<file path="src/rtl/rf_write_arbiter.sv">
// Round-robin arbiter sharing the register-file write port between an ALU (A)
// and a load/multi-cycle unit (B), with a one-entry write stage and forwarding.
module rf_write_arbiter #(
  parameter int DATA_W = 32,
  parameter int ADDR_W = 5,
  parameter int CNT_W  = 16
) (
  input  logic              clk,
  input  logic              rst,
  input  logic              a_valid,
  output logic              a_ready,
  input  logic [ADDR_W-1:0] a_rd,
  input  logic [DATA_W-1:0] a_wdat,
  input  logic              b_valid,
  output logic              b_ready,
  input  logic [ADDR_W-1:0] b_rd,
  input  logic [DATA_W-1:0] b_wdat,
  input  logic              rf_hold,
  output logic              rf_wen,
  output logic [ADDR_W-1:0] rf_rd,
  output logic [DATA_W-1:0] rf_wdat,
  input  logic [ADDR_W-1:0] q_rs,
  input  logic [ADDR_W-1:0] q_rt,
  output logic              fwd_rs_hit,
  output logic              fwd_rt_hit,
  output logic [DATA_W-1:0] fwd_rs_dat,
  output logic [DATA_W-1:0] fwd_rt_dat,
  output logic [CNT_W-1:0]  conflict_cnt
);

  localparam logic SEL_A = 1'b0;
  localparam logic SEL_B = 1'b1;

  logic              r_last;
  logic              r_vld_p1;
  logic [ADDR_W-1:0] r_rd_p1;
  logic [DATA_W-1:0] r_wdat_p1;
  logic [CNT_W-1:0]  r_conflict_cnt;

  logic              w_open;
  logic              w_both;
  logic              w_a_ready;
  logic              w_b_ready;
  logic              w_accept;
  logic [ADDR_W-1:0] w_acc_rd;
  logic [DATA_W-1:0] w_acc_wdat;
  logic              w_rs_hit;
  logic              w_rt_hit;

  function automatic logic [CNT_W-1:0] sat_inc(input logic [CNT_W-1:0] v);
    return (&v) ? v : v + CNT_W'(1);
  endfunction

  // p0: arbitration; the requester that did not win last time has priority
  assign w_open     = !rst && !rf_hold;
  assign w_both     = a_valid && b_valid;
  assign w_a_ready  = w_open && a_valid && (!b_valid || (r_last == SEL_B));
  assign w_b_ready  = w_open && b_valid && (!a_valid || (r_last == SEL_A));
  assign w_accept   = w_a_ready || w_b_ready;
  assign w_acc_rd   = w_a_ready ? a_rd   : b_rd;
  assign w_acc_wdat = w_a_ready ? a_wdat : b_wdat;

  always_ff @(posedge clk) begin
    if (rst) begin
      r_last <= SEL_B;
    end else if (w_accept) begin
      r_last <= w_a_ready ? SEL_A : SEL_B;
    end
  end

  // p1: write stage, frozen while the register file is held
  always_ff @(posedge clk) begin
    if (rst) begin
      r_vld_p1  <= 1'b0;
      r_rd_p1   <= '0;
      r_wdat_p1 <= '0;
    end else if (!rf_hold) begin
      if (w_accept) begin
        r_vld_p1  <= (w_acc_rd != '0);
        r_rd_p1   <= w_acc_rd;
        r_wdat_p1 <= w_acc_wdat;
      end else begin
        r_vld_p1  <= 1'b0;
      end
    end
  end

  always_ff @(posedge clk) begin
    if (rst) begin
      r_conflict_cnt <= '0;
    end else if (w_both) begin
      r_conflict_cnt <= sat_inc(r_conflict_cnt);
    end
  end

  // A staged write is discarded, not emitted, while reset is asserted
  assign a_ready      = w_a_ready;
  assign b_ready      = w_b_ready;
  assign rf_wen       = r_vld_p1 && !rf_hold && !rst;
  assign rf_rd        = r_rd_p1;
  assign rf_wdat      = r_wdat_p1;
  assign conflict_cnt = r_conflict_cnt;

  assign w_rs_hit   = r_vld_p1 && (r_rd_p1 == q_rs) && (q_rs != '0);
  assign w_rt_hit   = r_vld_p1 && (r_rd_p1 == q_rt) && (q_rt != '0);
  assign fwd_rs_hit = w_rs_hit;
  assign fwd_rt_hit = w_rt_hit;
  assign fwd_rs_dat = w_rs_hit ? r_wdat_p1 : '0;
  assign fwd_rt_dat = w_rt_hit ? r_wdat_p1 : '0;

endmodule

</file>
<file path="config.mk">
export PLATFORM = sky130hd
export DESIGN_NAME = rf_write_arbiter
export DESIGN_NICKNAME = d
export VERILOG_FILES = /design/src/rtl/rf_write_arbiter.sv
export SDC_FILE = /design/constraint.sdc
export NUM_CORES = 1
export LEC_CHECK = 0
export ABC_AREA = 0
export CORE_MARGIN = 2
export CORE_UTILIZATION = 32
export DETAILED_ROUTE_END_ITERATION = 10
export PLACE_DENSITY = 0.88
export SETUP_SLACK_MARGIN = 0.4
export SYNTH_ARGS = -nofsm -noshare
export SYNTH_HDL_FRONTEND = slang
export SYNTH_SLANG_ARGS = --single-unit
</file>
<file path="constraint.sdc">
create_clock -name clk -period 2 [get_ports clk]
set_clock_uncertainty 0.2 [all_clocks]
set_input_delay 0.2 -clock clk [delete_from_list [all_inputs] [get_ports clk]]
set_output_delay 0.2 -clock clk [all_outputs]
set_load 0.02 [all_outputs]
</file>
==> flow_results.org <==
** Yosys
- Share of the synthesized area in the top cell type :: a little over a third
- Of the synthesized area, sequential elements account for 35.5%.
- In this run, synthesis produced a sequential element count of between 50 and 60.
- Multiplexer cells account for about an eighth of the synthesized area.
- The synthesized netlist devotes ~17% of its cell area to compound gates.
- Most area-consuming cells after synthesis :: dfxtp_1 35%, and2_1 13%, mux2i_1 12%
- Syn nets :: between 400 and 500
- The cell count after synthesis came out at roughly 370.
- Synth Area in XOR/XNOR :: ~2.3%
- Simple-gate area share of the yosys netlist :: 27.9%
- In this run, distinct cell masters in the synthesized netlist total 34.
- After synthesis, the largest family of logic cells by area is simple AND/OR/NAND/NOR gates.
- Synth warnings :: 0
- Cell taking the most area after synthesis :: dfxtp_1
- Fraction of the mapped netlist area in adder cells :: less than 1%
- Synthesized cell area :: 0.00310 mm²
- Average size of a mapped cell :: about 8.4 µm²

** Final layout
- Final non-filler cell area :: between 0.006 and 0.007 mm²
- Final standard cell utilization of the core :: around three quarters
- Layout overhead on the synthesized area :: 120%
- In the final layout, the share of cells above drive strength 1 is about 48%.
- Commonest non-fill, non-tap cell in the layout :: buf_6
- Antenna cells :: 0
- In the layout the commonest cells are 82 x buf_6, 76 x clkdlybuf4s50_1, 64 x and2_4.
- Nets :: slightly above 700

** Pwr
- The worst-case IR drop observed on VDD is about 0.25 mV.
- NetSw :: 0.000720 W
- Switching share of power :: between 20 and 30%
- Internal Power :: ~0.0017 W
- In this run, the combinational gates consume about a quarter of the power.
- Power density of the placed cells :: ~360 mW/mm²
- Share of total power in the clock network :: between 20 and 30%
- In this run the static leakage power is roughly 2.9 nW.
- Share of power burned in registers :: about half

** Drt
- The final route contains 3,938 vias.
- Total detailed-routing wirelength :: approximately 15,000 µm
- DR DRC count :: 0
- Detailed-route vias per instance :: approximately 5.2
- In the final routed layout, each cell accounts on average for a little under 20 µm.
- Before antenna repair, the detailed router went through 4 iterations.
- The first routing iteration left just over 90 violations.
- The count of nets left with antenna violations once routing finished came out at 0.

** Global routing
- Number of global-route vias before repair :: roughly 3,900
- Number of antenna violations at the first check in global routing :: 0
- Global routing used 5.06% of the available met3 tracks.
- Entering global routing, the biggest net connects 56 pins.
- Grt peak-use layer :: met2
- Global-route congestion overflow total :: 0
- M1 GR Usage :: 27.4%
- Global routing usage on met2 :: around 45%
- First-pass GRT wire length :: 19,900 µm
- Global-route usage over all layers :: roughly 24%

** Timing
- After layout, the worst setup slack is -0.238 ns.
- Measured against its own limit, the worst slew margin works out to 51.4%.
- In the finished design, the share of the clock period the worst path needs comes to 112%.
- Subtracting the final worst setup slack from the clock period gives roughly 2.2 ns.
- Setup violations remaining at the end of the flow were counted as 66.
- At the pin with the least slew margin, the transition time is about 0.73 ns.
- Slew Limit Fails :: 0
- Timing would allow up to between 0.4 and 0.5 GHz.
- Final hold vios :: 0
- Setup repair after global routing could not meet its margin everywhere.

** Floorplan
- Starting utilization of the core area :: between 30 and 40%
- The floorplan has 35 rows.
- Floorplan Core Area :: 0.00933 mm²
- Vertical die dimension :: between 100 and 150 µm
- Num ports :: between 200 and 250
- In this run the horizontal extent of the chip is between 100 and 150 µm.
- The floorplan step defined a die boundary enclosing around 0.011 mm².

** Setup path
- CP startpoint kind :: register
- CP Class :: reg2out
- The largest single stage delay on the critical path is 0.38 ns.
- Critical path buffer and inverter count :: 4
- Endpoint type of the worst setup path :: output port
- On the critical path, the stage with the largest delay is an instance of dfxtp_4.
- Crit path DAT :: roughly 1.8 ns
- Highest fanout seen on the critical path :: 8
- For the worst setup path, the data required time is about 1.6 ns.
- Cell chain of the critical path :: xnor2_2 -> nand2_2 -> a211oi_4 -> buf_4 -> buf_6 -> clkbuf_16 -> and2_4 -> buf_6
- Among cell families on the critical path, the largest total delay comes from buffers and inverters.
- Counting stages on the worst path, the most repeated cell is buf_6.

** Clocking
- CTS saw 55 sinks.
- The H-tree generated during clock tree synthesis spans 2 levels.
- Clock tree from TritonCTS :: yes
- Hold_buf cts :: 0
- Insertion delay of the later-clocked pin in the worst-skew pair :: a little over 0.3 ns
- After clock tree synthesis, the clock-pin slew on the worst setup and hold paths is 0.10 ns.
- No sink is reached through more buffers than the 2 on the longest clock path.
- CTS buffer count :: 5
- Clock tree synthesis selected as its root buffer the cell clkbuf_8.

** Placement
- During placement, the flow inserted port buffers numbering 210.
- Placer's final routability congestion estimate :: approximately 0.80
- DP Area :: between 0.005 and 0.006 mm²
- Summed over all nets, the half-perimeter wirelength after detailed placement is between 8000 and 9000 µm.

** Min path
- In this run the worst hold path is classified as in2reg.

** Run status
- Violations in the final reports :: negative setup slack
- The flow ran to the end, but the final reports show violations.

** Flow run
- Max-cap violations in this run came to 0.
[cell usage after synthesis]
master / number
nor4_1: 1
and4_1: 1
or3b_2: 1
nor2_1: 40
buf_4: 2
nand3_1: 9
dfxtp_1: 55
o22ai_1: 1
o31ai_1: 8
or2_2: 1
a21oi_1: 14
nand2b_1: 1
and3_1: 1
mux2i_1: 37
or3_2: 2
and2_1: 65
buf_2: 3
or4_1: 10
nand2_1: 12
a31oi_1: 1
inv_1: 8
o21ai_0: 8
o41ai_1: 4
or3_1: 5
a211oi_1: 39
clkbuf_1: 23
o311ai_0: 2
nand4_1: 4
nor4_2: 1
nand4_2: 1
xnor2_1: 8
o211ai_1: 1
nor2b_1: 1
ha_1: 1
[layer usage]
layer | wire, µm | part of all wire (%)
met1 | 5630 | 38
met2 | 7870 | 53
met3 | 946 | 6.4
met4 | 270 | 1.8
met5 | 0 | 0
[registers in the layout, indices dropped and copies added (netlist names)]
signal,flops
conflict_cnt,16
rf_wdat,32
r_vld_p1,1
r_last,1
rf_rd,5
[logic make-up after synthesis]
| group | Yosys count |
|---|---|
| compound gates | 78 |
| xor+xnor | 8 |
| fa+ha+maj | 1 |
| buf+inv | 36 |
| flops | 55 |
| mux | 37 |
| simple gates | 156 |
[power groups by stage]
stage	Clock (W)	Sequential (W)	Combinational [W]
floorplan	0	0.00128	0.000166
finish	0.000618	0.00121	0.000618
detailed placement	0	0.00123	0.000575
CTS	0.000618	0.00120	0.000575
global route	0.000680	0.00121	0.000655
global placement	0	0.00123	0.000560
[worst paths after layout]
| kind | startpoint | slack (ns) | depth (start not counted) | to |
|---|---|---|---|---|
| worst max register to register | conflict_cnt[0] | 0.13 | 4 | conflict_cnt[13] |
| worst min-delay path | rf_hold | 0.25 | 4 | r_last |
| worst max-delay path | rf_rd[1] | -0.24 | 8 | fwd_rs_dat[12] |
| worst min register to register | conflict_cnt[15] | 0.30 | 2 | conflict_cnt[15] |
[final cells by class]
class | count | area, µm²
sequential | 55 | 1170
tap | 129 | 161
clock inverter | 1 | 5.00
inverter | 8 | 30.0
clock buffer | 7 | 76.3
multi-input combinational | 281 | 2450
timing repair buffer | 281 | 2940
fill | 665 | 2490
[tightest hold or removal path, delay by kind of cell]
family	cells	cell delay, ns
AO/OA/AOI/OAI	1	0.08
buffers and inverters	2	0.39
AND/OR/NAND/NOR	1	0.06
[timing repair]
action | CTS | global route
endpoints found under the setup margin | 176 | 117
cloned | 9 | 3
gates resized for setup | 519 | 89
setup buffers | 24 | 13
pin swaps | 34 | 37
[through the flow]
stage          std cells  setup slack, ns  hold slack, ns  TNS [ns]  power, W
2_1_floorplan        371            0.154           0.144         0   0.00144
3_3_place_gp         705           -0.648           0.257    -45.76   0.00179
3_5_place_dp         705           -0.778           0.281    -52.02   0.00181
4_1_cts              746           -0.301           0.185    -16.64   0.00240
5_1_grt              762           -0.315           0.242    -18.04   0.00255
6_report             762           -0.238           0.247    -13.14   0.00244
(Power assumes the default switching activity.)
